File: src/rtl/wash_phase_timer.sv
// Per-phase duration timer for the washing machine controller: emits a one-cycle
// Time_Event when the current phase expires, and can park/restore a spin remainder.
module wash_phase_timer #(
  parameter int FILL_CYCLES  = 8,
  parameter int WASH_CYCLES  = 16,
  parameter int RINSE_CYCLES = 12,
  parameter int SPIN_CYCLES  = 10,
  parameter int CNT_W        = 16
) (
  input  logic             Clk_D,
  input  logic             Rst,
  input  logic [2:0]       Timer_Encoding,
  input  logic             Pause_Enable,
  output logic             Time_Event,
  output logic [CNT_W-1:0] Remaining,
  output logic             Timer_Paused,
  output logic [1:0]       dbg_state
);

  typedef enum logic [1:0] {
    T_IDLE   = 2'd0,
    T_RUN    = 2'd1,
    T_DONE   = 2'd2,
    T_PAUSED = 2'd3
  } state_t;

  localparam logic [2:0] ENC_FILL  = 3'b001;
  localparam logic [2:0] ENC_WASH  = 3'b010;
  localparam logic [2:0] ENC_RINSE = 3'b011;
  localparam logic [2:0] ENC_SPIN  = 3'b100;

  localparam logic [CNT_W-1:0] FILL_LD  = CNT_W'(FILL_CYCLES - 1);
  localparam logic [CNT_W-1:0] WASH_LD  = CNT_W'(WASH_CYCLES - 1);
  localparam logic [CNT_W-1:0] RINSE_LD = CNT_W'(RINSE_CYCLES - 1);
  localparam logic [CNT_W-1:0] SPIN_LD  = CNT_W'(SPIN_CYCLES - 1);

  state_t           state;
  logic [2:0]       prev_enc;
  logic [CNT_W-1:0] count;
  logic [CNT_W-1:0] hold;

  logic             entry;
  logic             is_spin;
  logic             is_idle_enc;
  logic [CNT_W-1:0] load_val;

  always_comb begin
    entry       = (Timer_Encoding != prev_enc);
    is_spin     = (Timer_Encoding == ENC_SPIN);
    is_idle_enc = 1'b1;
    load_val    = '0;
    case (Timer_Encoding)
      ENC_FILL:  begin load_val = FILL_LD;  is_idle_enc = 1'b0; end
      ENC_WASH:  begin load_val = WASH_LD;  is_idle_enc = 1'b0; end
      ENC_RINSE: begin load_val = RINSE_LD; is_idle_enc = 1'b0; end
      ENC_SPIN:  begin load_val = SPIN_LD;  is_idle_enc = 1'b0; end
      default:   begin load_val = '0;       is_idle_enc = 1'b1; end
    endcase
  end

  // Entry cycles suppress the pulse so a zero count left over from the
  // previous phase can never fire against the new one.
  always_comb begin
    Time_Event   = (state == T_RUN) && !entry && (count == '0);
    Timer_Paused = (state == T_PAUSED);
    dbg_state    = state;
    case (state)
      T_RUN:    Remaining = count;
      T_PAUSED: Remaining = hold;
      default:  Remaining = '0;
    endcase
  end

  always_ff @(posedge Clk_D or negedge Rst) begin
    if (!Rst) begin
      state    <= T_IDLE;
      prev_enc <= 3'b000;
      count    <= '0;
      hold     <= '0;
    end else begin
      prev_enc <= Timer_Encoding;
      if (entry) begin
        if (!is_idle_enc) begin
          state <= T_RUN;
          if ((state == T_PAUSED) && is_spin) begin
            count <= hold;
          end else begin
            count <= load_val;
            hold  <= '0;
          end
        end else if (state != T_PAUSED) begin
          // A paused spin survives the FSM dropping to IDLE.
          state <= T_IDLE;
          count <= '0;
        end
      end else if (state == T_RUN) begin
        if (count == '0) begin
          state <= T_DONE;
        end else if (is_spin && Pause_Enable) begin
          hold  <= count;
          state <= T_PAUSED;
        end else begin
          count <= count - CNT_W'(1);
        end
      end
    end
  end

endmodule

File: config.mk
export PLATFORM = sky130hd
export DESIGN_NAME = wash_phase_timer
export DESIGN_NICKNAME = d
export VERILOG_FILES = /design/src/rtl/wash_phase_timer.sv
export SDC_FILE = /design/constraint.sdc
export NUM_CORES = 1
export LEC_CHECK = 0
export ABC_AREA = 1
export BUFFER_PORTS_ARGS = -buffer_cell sky130_fd_sc_hd__buf_2
export CAP_MARGIN = 20
export CELL_PAD_IN_SITES_DETAIL_PLACEMENT = 0
export CELL_PAD_IN_SITES_GLOBAL_PLACEMENT = 1
export CORE_MARGIN = 1.5
export CORE_UTILIZATION = 40
export CTS_BUF_LIST = sky130_fd_sc_hd__clkbuf_8
export DETAILED_ROUTE_END_ITERATION = 8
export GPL_TIMING_DRIVEN = 0
export PLACE_DENSITY_LB_ADDON = 0.12
export REMOVE_ABC_BUFFERS = 1
export SYNTH_ARGS = -nofsm -noshare
export SYNTH_HDL_FRONTEND = slang
export SYNTH_SLANG_ARGS = --single-unit
File: constraint.sdc
create_clock -name Clk_D -period 4.1 [get_ports Clk_D]
set_clock_uncertainty 0.05 [all_clocks]
set_input_delay 0.82 -clock Clk_D [delete_from_list [all_inputs] [get_ports Clk_D]]
set_output_delay 0.82 -clock Clk_D [all_outputs]
set_load 0.01 [all_outputs]
==> flow_metrics.py <==
metrics = {
    "status": {
        "status": "completed",
    },
    "synth": {
        "synth_top_cell_by_area": "dfrtp_1",
        "ys_warn_count": 0,
        "postSynthCellCount": 416,
        "synth_compound_area_frac": 0.0954,
        "ys_ff_latch": 37,
        "synth_top_family_by_area": "simple AND/OR/NAND/NOR gates",
        "syn_area_per_cell_um2": 6.40,
        "synth_area_leaders": "dfrtp_1, nand2_1, nor2_1",
        "yosysUniqueCellTypes": 28,
        "synth_top_area_frac": 0.348,
        "yosys.area_share.adder": 0.00940,
        "synth_mux_area_frac": 0,
        "synth_xor_area_frac": 0.00987,
        "synth.yosys.seq_area_share": 0.348,
        "synthSimpleGateAreaFrac": 0.453,
        "synth.cell_area_mm2": 0.00266,
    },
    "grt": {
        "antenna_found_initial": 0,
        "grt_usage": 0.215,
        "grt_pass1_vias": 2428,
        "grt_max_degree": 38,
        "grt_remaining_overflow": 0,
        "grt_pass1_wl_um": 12300,
    },
    "worst_hold_path": {
        "hp-start": "hold[4]",
        "hold_path.class": "reg2reg",
        "hold_depth": 2,
        "hold_path_end": "hold[4]",
    },
    "layout": {
        "final_cell_mix": "nand2_1, nor2_1, dfrtp_1",
        "n_antenna_cell": 0,
        "final_common_cell": "nand2_1",
        "nNetsFinal": 445,
        "stdcell_count": 515,
        "layout-drive-gt1-share": 0.137,
        "area_delta_synth_final_pct": 8.60,
    },
    "floorplan": {
        "core_mm2": 0.00639,
        "num_io_pins": 26,
        "fp.dieArea_mm2": 0.00715,
        "die_w_um": 84.6,
        "start_util": 0.417,
        "die_h_um": 84.6,
        "row_count": 29,
    },
    "setup_path": {
        "worstSetupPathType": "in2out",
        "r2r-start": "count[0]",
        "crit_path_max_fanout": 19,
        "critPathMaxStageDelay_ns": 0.28,
        "end_kind": "output pin",
        "cp_common_cell": "buf_2",
        "cp.required_ns": 3.23,
        "reg2regPathDepth": 9,
        "rr_endpoint": "count[13]",
        "crit_arrival_ns": 2.03,
        "start_kind": "input pin",
        "path_cells": "buf_2 > or2_4 > nand2_4 > inv_2 > nor2_8 > nand3_1 > nor2_1 > buf_2",
        "r2r_slack_ns": 1.90,
        "slowest_stage": "nor2_8",
    },
    "timing": {
        "fmax_mhz": 345,
        "drv_slew": 0,
        "tightest_slew_ns": 0.899,
        "finalHoldViolations": 0,
        "final-setup-viol-count": 0,
        "min_period_over_period": 0.707,
        "tns_ns": 0,
        "relSlewSlack": 0.400,
        "rsz0062_at_grt": "no",
        "fin_crit_ns": 2.90,
    },
    "place": {
        "place.gp.congestion": 0.790,
        "dpl.hpwl_um": 4790,
        "dp.cells": 507,
        "io_buffers": 25,
    },
    "power": {
        "leakage_nw": 1.66,
        "max-vdd-ir-drop_uv": 144,
        "p_per_area_mw_per_mm2": 330,
    },
    "clock_tree": {
        "clkLatencyLatePin_ns": 0.29,
        "postCtsSetupRepairBufs": 0,
        "htreeDepth": 2,
        "cts_tree": "built",
        "clk_pin_slew_ns": 0.07,
        "cts.sinks": 37,
        "cts_made_buffers": 5,
        "cts_max_path_buffers": 2,
        "hold_buffers": 0,
        "cts-resized-gates": 0,
        "root_buffer": "clkbuf_8",
    },
    "run": {
        "max_cap_violations": 0,
    },
    "drt": {
        "drc": 0,
        "ant_nets": 0,
        "routed_wl_um": 7100,
        "wl_per_cell_um": 13.8,
        "drt_iter0_markers": 161,
        "via_count": 2536,
        "drtPass1Iterations": 4,
        "routed_via_density": 4.92,
    },
}
## critical path, delay by kind of cell
family | cells | cell delay (ns)
buf+inv | 3 | 0.35
simple gates | 5 | 0.86
## state kept, by name, indices dropped and copies added, names as in the netlist
register and cells:
prev_enc 3, hold 16, count 16, dbg_state 2
## metrics by stage
stage | setup WS [ns] | util | area (um2) | hold WS [ns] | power, W
final | 1.20 | 0.453 | 2890 | 0.431 | 0.000955
after global routing | 1.09 | 0.453 | 2890 | 0.456 | 0.00103
after detailed placement | 1.18 | 0.440 | 2810 | 0.412 | 0.000714
after global placement | 1.19 | 0.440 | 2810 | 0.404 | 0.000711
after floorplan | 1.58 | - | 2590 | 0.392 | 0.000619
after CTS | 1.18 | 0.453 | 2890 | 0.431 | 0.000970
## cells in the mapped netlist (all sizes together)
library cell,instances
o22ai,2
nor3,1
or2,1
buf,8
clkbuf,3
xor2,3
inv,40
o21ai,42
nor4,1
nand2,174
ha,2
a21oi,4
nand3,39
dfrtp,37
nor2,59
## layer usage
metal	part of all wire	track usage	up-vias
met5	0	0	-
met1	0.52	0.326	1142
met3	0.040	0.0324	5
met2	0.43	0.321	41
li1	-	-	1348
met4	0.0086	0.0528	0
## report_power, final
group	internal (W)	leakage, nW	switching (W)
clock network	0.000116	0.0491	0.000136
registers	0.000386	0.500	0.0000219
logic	0.0000837	1.11	0.000212
## cell families (layout without fill, tap and decap cells)
logic type      after synthesis  after routing
xor+xnor                      3              3
simple gates                275            275
buf+inv                      51             73
fa+ha+maj                     2              2
flops                        37             37
compound gates               48             48
## cell type report
type                    count  area, um2
clock buffers               5       68.8
clock inverters             3       13.8
fillers                   694       3490
inverters                  40        150
multi-input cells         328       1510
flip-flops and latches     37        926
well taps                  77       96.3
repair buffers             25        125
## worst max path at each step
stage / start / to / slack (ns) / cells after the start
floorplan: Timer_Encoding[2] / Time_Event / 1.58 / 6
global placement: Timer_Encoding[2] / Time_Event / 1.19 / 8
detailed placement: Timer_Encoding[2] / Time_Event / 1.18 / 8
CTS: Timer_Encoding[2] / Time_Event / 1.18 / 8
global route: Timer_Encoding[2] / Time_Event / 1.09 / 8
finish: Timer_Encoding[2] / Time_Event / 1.20 / 8
No activity file was read; power rests on OpenSTA's default activity.
